## src/rtl/prior_arbiter_8.sv

```systemverilog
// Eight-requester arbiter: fixed highest-index priority, or rotating priority when PRIOR_ARB_ROUND_ROBIN_EN is defined.
// Latency: req sampled at an edge is granted after that edge; all outputs are registered.
// Backpressure: the grant is held until done, requester withdrawal, or MAX_HOLD expiry; there is no preemption.
module prior_arbiter_8 #(
  parameter int MAX_HOLD = 15
) (
  input  logic       clk,
  input  logic       rst,
  input  logic [7:0] req,
  input  logic       done,
  output logic [7:0] grant,
  output logic [2:0] grant_id,
  output logic       grant_valid,
  output logic       timeout
);

  localparam logic [0:0] S_IDLE  = 1'b0;
  localparam logic [0:0] S_GRANT = 1'b1;

  localparam logic [7:0] HOLD_LAST = (MAX_HOLD == 0) ? 8'd0 : 8'(MAX_HOLD - 1);

  logic [0:0] state;
  logic [7:0] hold_cnt;
  logic [2:0] win_id;
  logic       rel_wd;
  logic       rel_to;

`ifdef PRIOR_ARB_ROUND_ROBIN_EN
  logic [2:0] ptr;

  // Search ptr-1, ptr-2, ... down to ptr itself; the nearest candidate is assigned last.
  always_comb begin
    win_id = ptr;
    for (int k = 8; k >= 1; k--) begin
      if (req[ptr - 3'(k)]) win_id = ptr - 3'(k);
    end
  end
`else
  always_comb begin
    win_id = 3'd0;
    for (int i = 0; i < 8; i++) begin
      if (req[i]) win_id = 3'(i);
    end
  end
`endif

  assign rel_wd = ~req[grant_id];
  assign rel_to = (MAX_HOLD != 0) && (hold_cnt == HOLD_LAST);

  always_ff @(posedge clk) begin
    if (rst) begin
      state       <= S_IDLE;
      grant       <= 8'h00;
      grant_id    <= 3'd0;
      grant_valid <= 1'b0;
      timeout     <= 1'b0;
      hold_cnt    <= 8'd0;
`ifdef PRIOR_ARB_ROUND_ROBIN_EN
      ptr         <= 3'd0;
`endif
    end else begin
      timeout <= 1'b0;
      case (state)
        S_IDLE: begin
          if (|req) begin
            state       <= S_GRANT;
            grant       <= 8'd1 << win_id;
            grant_id    <= win_id;
            grant_valid <= 1'b1;
            hold_cnt    <= 8'd0;
`ifdef PRIOR_ARB_ROUND_ROBIN_EN
            ptr         <= win_id;
`endif
          end
        end
        S_GRANT: begin
          if (done || rel_wd || rel_to) begin
            state       <= S_IDLE;
            grant       <= 8'h00;
            grant_id    <= 3'd0;
            grant_valid <= 1'b0;
            hold_cnt    <= 8'd0;
            // A normal release on the same edge suppresses the timeout pulse.
            timeout     <= rel_to && !done && !rel_wd;
          end else begin
            hold_cnt <= hold_cnt + 8'd1;
          end
        end
        default: state <= S_IDLE;
      endcase
    end
  end

endmodule

```

## config.mk

```make
export PLATFORM = sky130hd
export DESIGN_NAME = prior_arbiter_8
export DESIGN_NICKNAME = d
export VERILOG_FILES = /design/src/rtl/prior_arbiter_8.sv
export SDC_FILE = /design/constraint.sdc
export NUM_CORES = 1
export LEC_CHECK = 0
export ABC_AREA = 1
export CAP_MARGIN = 15
export CORE_ASPECT_RATIO = 2
export CORE_MARGIN = 4
export CORE_UTILIZATION = 30
export CTS_CLUSTER_DIAMETER = 120
export CTS_CLUSTER_SIZE = 30
export DETAILED_ROUTE_END_ITERATION = 12
export SYNTH_ARGS = -nofsm -noshare
export SYNTH_HDL_FRONTEND = slang
export SYNTH_SLANG_ARGS = --single-unit
```

## constraint.sdc

```tcl
create_clock -name clk -period 1.35 [get_ports clk]
set_input_delay 0.135 -clock clk [delete_from_list [all_inputs] [get_ports clk]]
set_output_delay 0.135 -clock clk [all_outputs]
set_load 0.1 [all_outputs]
```

==> impl_metrics.env <==
export IMPL_status="completed"
export IMPL_pin_count=24
export IMPL_antenna_found_initial=0
export IMPL_vias_per_cell=4.76
export IMPL_tightest_slew_ps=280
export IMPL_combPwrFrac_pct=33.9
export IMPL_power_share_clock_pct=24.7
export IMPL_leakage_uw=0.000933
export IMPL_cap_violations=0
export IMPL_drt_iter0_markers=23
export IMPL_die_y_um=96.4
export IMPL_portBuffers=23
export IMPL_grt_pass1_vias=1276
export IMPL_grt_usage_pct=13.9
export IMPL_routed_wl_um=3420
export IMPL_gp_congestion=0.843
export IMPL_dpl_worst_slack_ps=-305
export IMPL_cp_arrival_ps=1510
export IMPL_start_util_pct=31.8
export IMPL_worstReg2RegStart="hold_cnt[2]"
export IMPL_required_ps=1510
export IMPL_power_uw=1710
export IMPL_setup_ws_ps=1.48
export IMPL_cts_made_buffers=3
export IMPL_synth_cell_types=23
export IMPL_postSynthCellCount=168
export IMPL_first_pass_iters=4
export IMPL_cp_start_kind="register"
export IMPL_dieArea_sq_um=5030
export IMPL_die_x_um=52.2
export IMPL_ys_seq_elements=22
export IMPL_clk_pin_slew_ps=80
export IMPL_grt_overflow=0
export IMPL_crit_top_cell="nand2_4"
export IMPL_final_nets=236
export IMPL_p_int_uw=1120
export IMPL_yosysWarnings=0
export IMPL_switching_power_uw=594
export IMPL_maxSlewHeadroom_pct=81.3
export IMPL_clockBufferDepth=2
export IMPL_rows=31
export IMPL_cts_htree_levels=1
export IMPL_layout_drive_gt1_share_pct=55.0
export IMPL_worstPathCellList="nand2_4, nor3_4, nand3_4, nand4_4, nand2_4, buf_8, nand3_2, a21oi_2"
export IMPL_drc=0
export IMPL_critPathSlowestCell="dfxtp_4"
export IMPL_switching_share_pct=34.7
export IMPL_ys_seq_area_share_pct=37.6
export IMPL_insertion_delay_ps=270
export IMPL_slew_violations=0
export IMPL_hold_viol_final=0
export IMPL_cp_startpoint="hold_cnt[2]"
export IMPL_grt_max_degree=13
export IMPL_r2r_cells=8
export IMPL_fmax_mhz=742
export IMPL_path_delay_family="simple AND/OR/NAND/NOR gates"
export IMPL_clkSinkCount=22
export IMPL_timing_rr_end="grant[5]"
export IMPL_hold_buffers=0
export IMPL_crit_fanout=7
export IMPL_critical_path_class="register to register"
export IMPL_power_share_sequential_pct=41.4
export IMPL_hpwl_um=2550
export IMPL_period_needed_ps=1350
export IMPL_cp_end_kind="register"
export IMPL_finalSetupViolations=0
export IMPL_ir_drop_uv=655
export IMPL_rsz0062_at_grt="yes"
export IMPL_cts_tree="done"
export IMPL_syn_area_sq_um=1170
export IMPL_hold_end="grant[5]"
export IMPL_regToRegSetupSlack_ps=1
export IMPL_hold_depth=6
export IMPL_hp_class="input pin to register"
export IMPL_num_vias=1289
export IMPL_drt_wirelength_per_cell_um=12.6
export IMPL_fin_skew_ps=7.46
export IMPL_synth_nets=181
export IMPL_path_buf_inv=1
export IMPL_cts_root_buf="clkbuf_8"
export IMPL_hold_slack_ps=430
export IMPL_core_sq_um=3680
export IMPL_diodes=0
export IMPL_final_cells=271
export IMPL_dp_cells=261
export IMPL_post_route_period_util_pct=99.9
export IMPL_final_antenna_net_count=0
export IMPL_power_density_nw_per_um2=797
export IMPL_synth_avg_cell_area_sq_um=6.97
export IMPL_num_fill_cells=327
export IMPL_setup_tns_ps=0
export IMPL_max_stage_delay_ps=380
export IMPL_area_growth_pct=83.7
export IMPL_worstHoldStart="req[3]"
export IMPL_grt_first_pass_wirelength_um=5230
-- repair_timing --
action,in CTS,in global routing
pin swaps,5,23
buffers inserted,3,3
resized for setup,18,62
endpoints found under the setup margin,12,22
-- power by group through the flow --
stage | combinational [uW] | clock (uW) | sequential [uW]
finish | 581 | 424 | 709
global route | 617 | 465 | 712
detailed placement | 489 | 0 | 721
global placement | 489 | 0 | 721
CTS | 519 | 441 | 708
floorplan | 154 | 0 | 846
-- Yosys cell counts --
| cell type | count | area share (%) |
|---|---|---|
| buf_1 | 1 | 0.32 |
| buf_4 | 1 | 0.64 |
| nand3_1 | 32 | 14 |
| o21ai_0 | 5 | 2.1 |
| nand4_4 | 1 | 1.8 |
| a21oi_1 | 19 | 8.1 |
| nor2_1 | 7 | 2.2 |
| dfxtp_1 | 22 | 38 |
| buf_6 | 1 | 0.96 |
| nand2_1 | 34 | 11 |
| nor2_8 | 1 | 1.7 |
| nor4_1 | 1 | 0.53 |
| nand4_2 | 1 | 1.1 |
| xor2_1 | 2 | 1.5 |
| xnor2_1 | 2 | 1.5 |
| inv_2 | 6 | 1.9 |
| inv_1 | 20 | 6.4 |
| nor2_2 | 2 | 1.1 |
| clkbuf_1 | 1 | 0.32 |
| nor3_1 | 3 | 1.3 |
| ha_1 | 2 | 2.1 |
| nand4_1 | 3 | 1.6 |
| nand2_2 | 1 | 0.53 |
-- worst max-delay path by stage --
stage                     endpoint  slack (ps)  cells after the start
final                     grant[5]           1                      8
after floorplan           grant[1]        -100                      9
after CTS                 grant[2]         0.3                      9
after detailed placement  grant[6]        -310                     10
after global placement    grant[0]        -290                     10
after global routing      grant[5]        -100                      8
-- area by class of cell --
cell class,instances,area [sq um],area share [%]
repair buffers,54,622,28.9
multi-input cells,116,863,40.1
inverters,26,100,4.65
well taps,49,61.3,2.85
clock buffers,4,45.0,2.09
flip-flops and latches,22,459,21.3
-- state kept, by name, summed over array words and instances (netlist names) --
signal and cells:
grant_id 3, grant 8, timeout 1, grant_valid 1, state 1, hold_cnt 8
-- stage by stage --
step	instance area (sq um)	utilization [%]
floorplan	1190	-
CTS	1900	51.4
global placement	1770	48.0
finish	2150	58.4
detailed placement	1770	48.0
global route	2150	58.4
-- cells by family (layout without fill, tap and decap cells) --
logic type,after synthesis,in the layout,synth area share (%)
adders and majority gates,2,2,2.14
DFF,22,22,37.6
AOI/OAI and AO/OA,24,24,10.3
buffers and inverters,30,84,10.6
and+or+nand+nor,86,86,36.4
xor gates and xnor gates,4,4,2.99
-- cells in the final DEF, fill, tap and decap left out, types with 4 or more instances in the layout --
master,count
inv_1,14
nor2_1,7
a21oi_1,4
a21oi_2,15
dfxtp_1,15
nand2_2,6
buf_12,13
nand3_1,11
inv_2,11
dfxtp_4,4
buf_6,4
buf_4,26
nand2_1,27
clkdlybuf4s50_1,6
nand3_2,20
-- worst min-delay path, delay by kind of cell --
kind / cells / cell delay (ps)
AOI/OAI and AO/OA: 2 / 140
buffers and inverters: 2 / 190
and+or+nand+nor: 2 / 180
-- layer usage --
metal	vias to the layer above	GRT usage [%]	part of all wire (%)	wire (um)
met3	7	1.71	3.2	109
met2	20	26.8	57	1940
met1	602	13.7	37	1280
met5	-	0	0	0
li1	660	-	-	-
met4	0	7.25	2.9	98
Note: power is estimated with default switching activity, not from simulation.
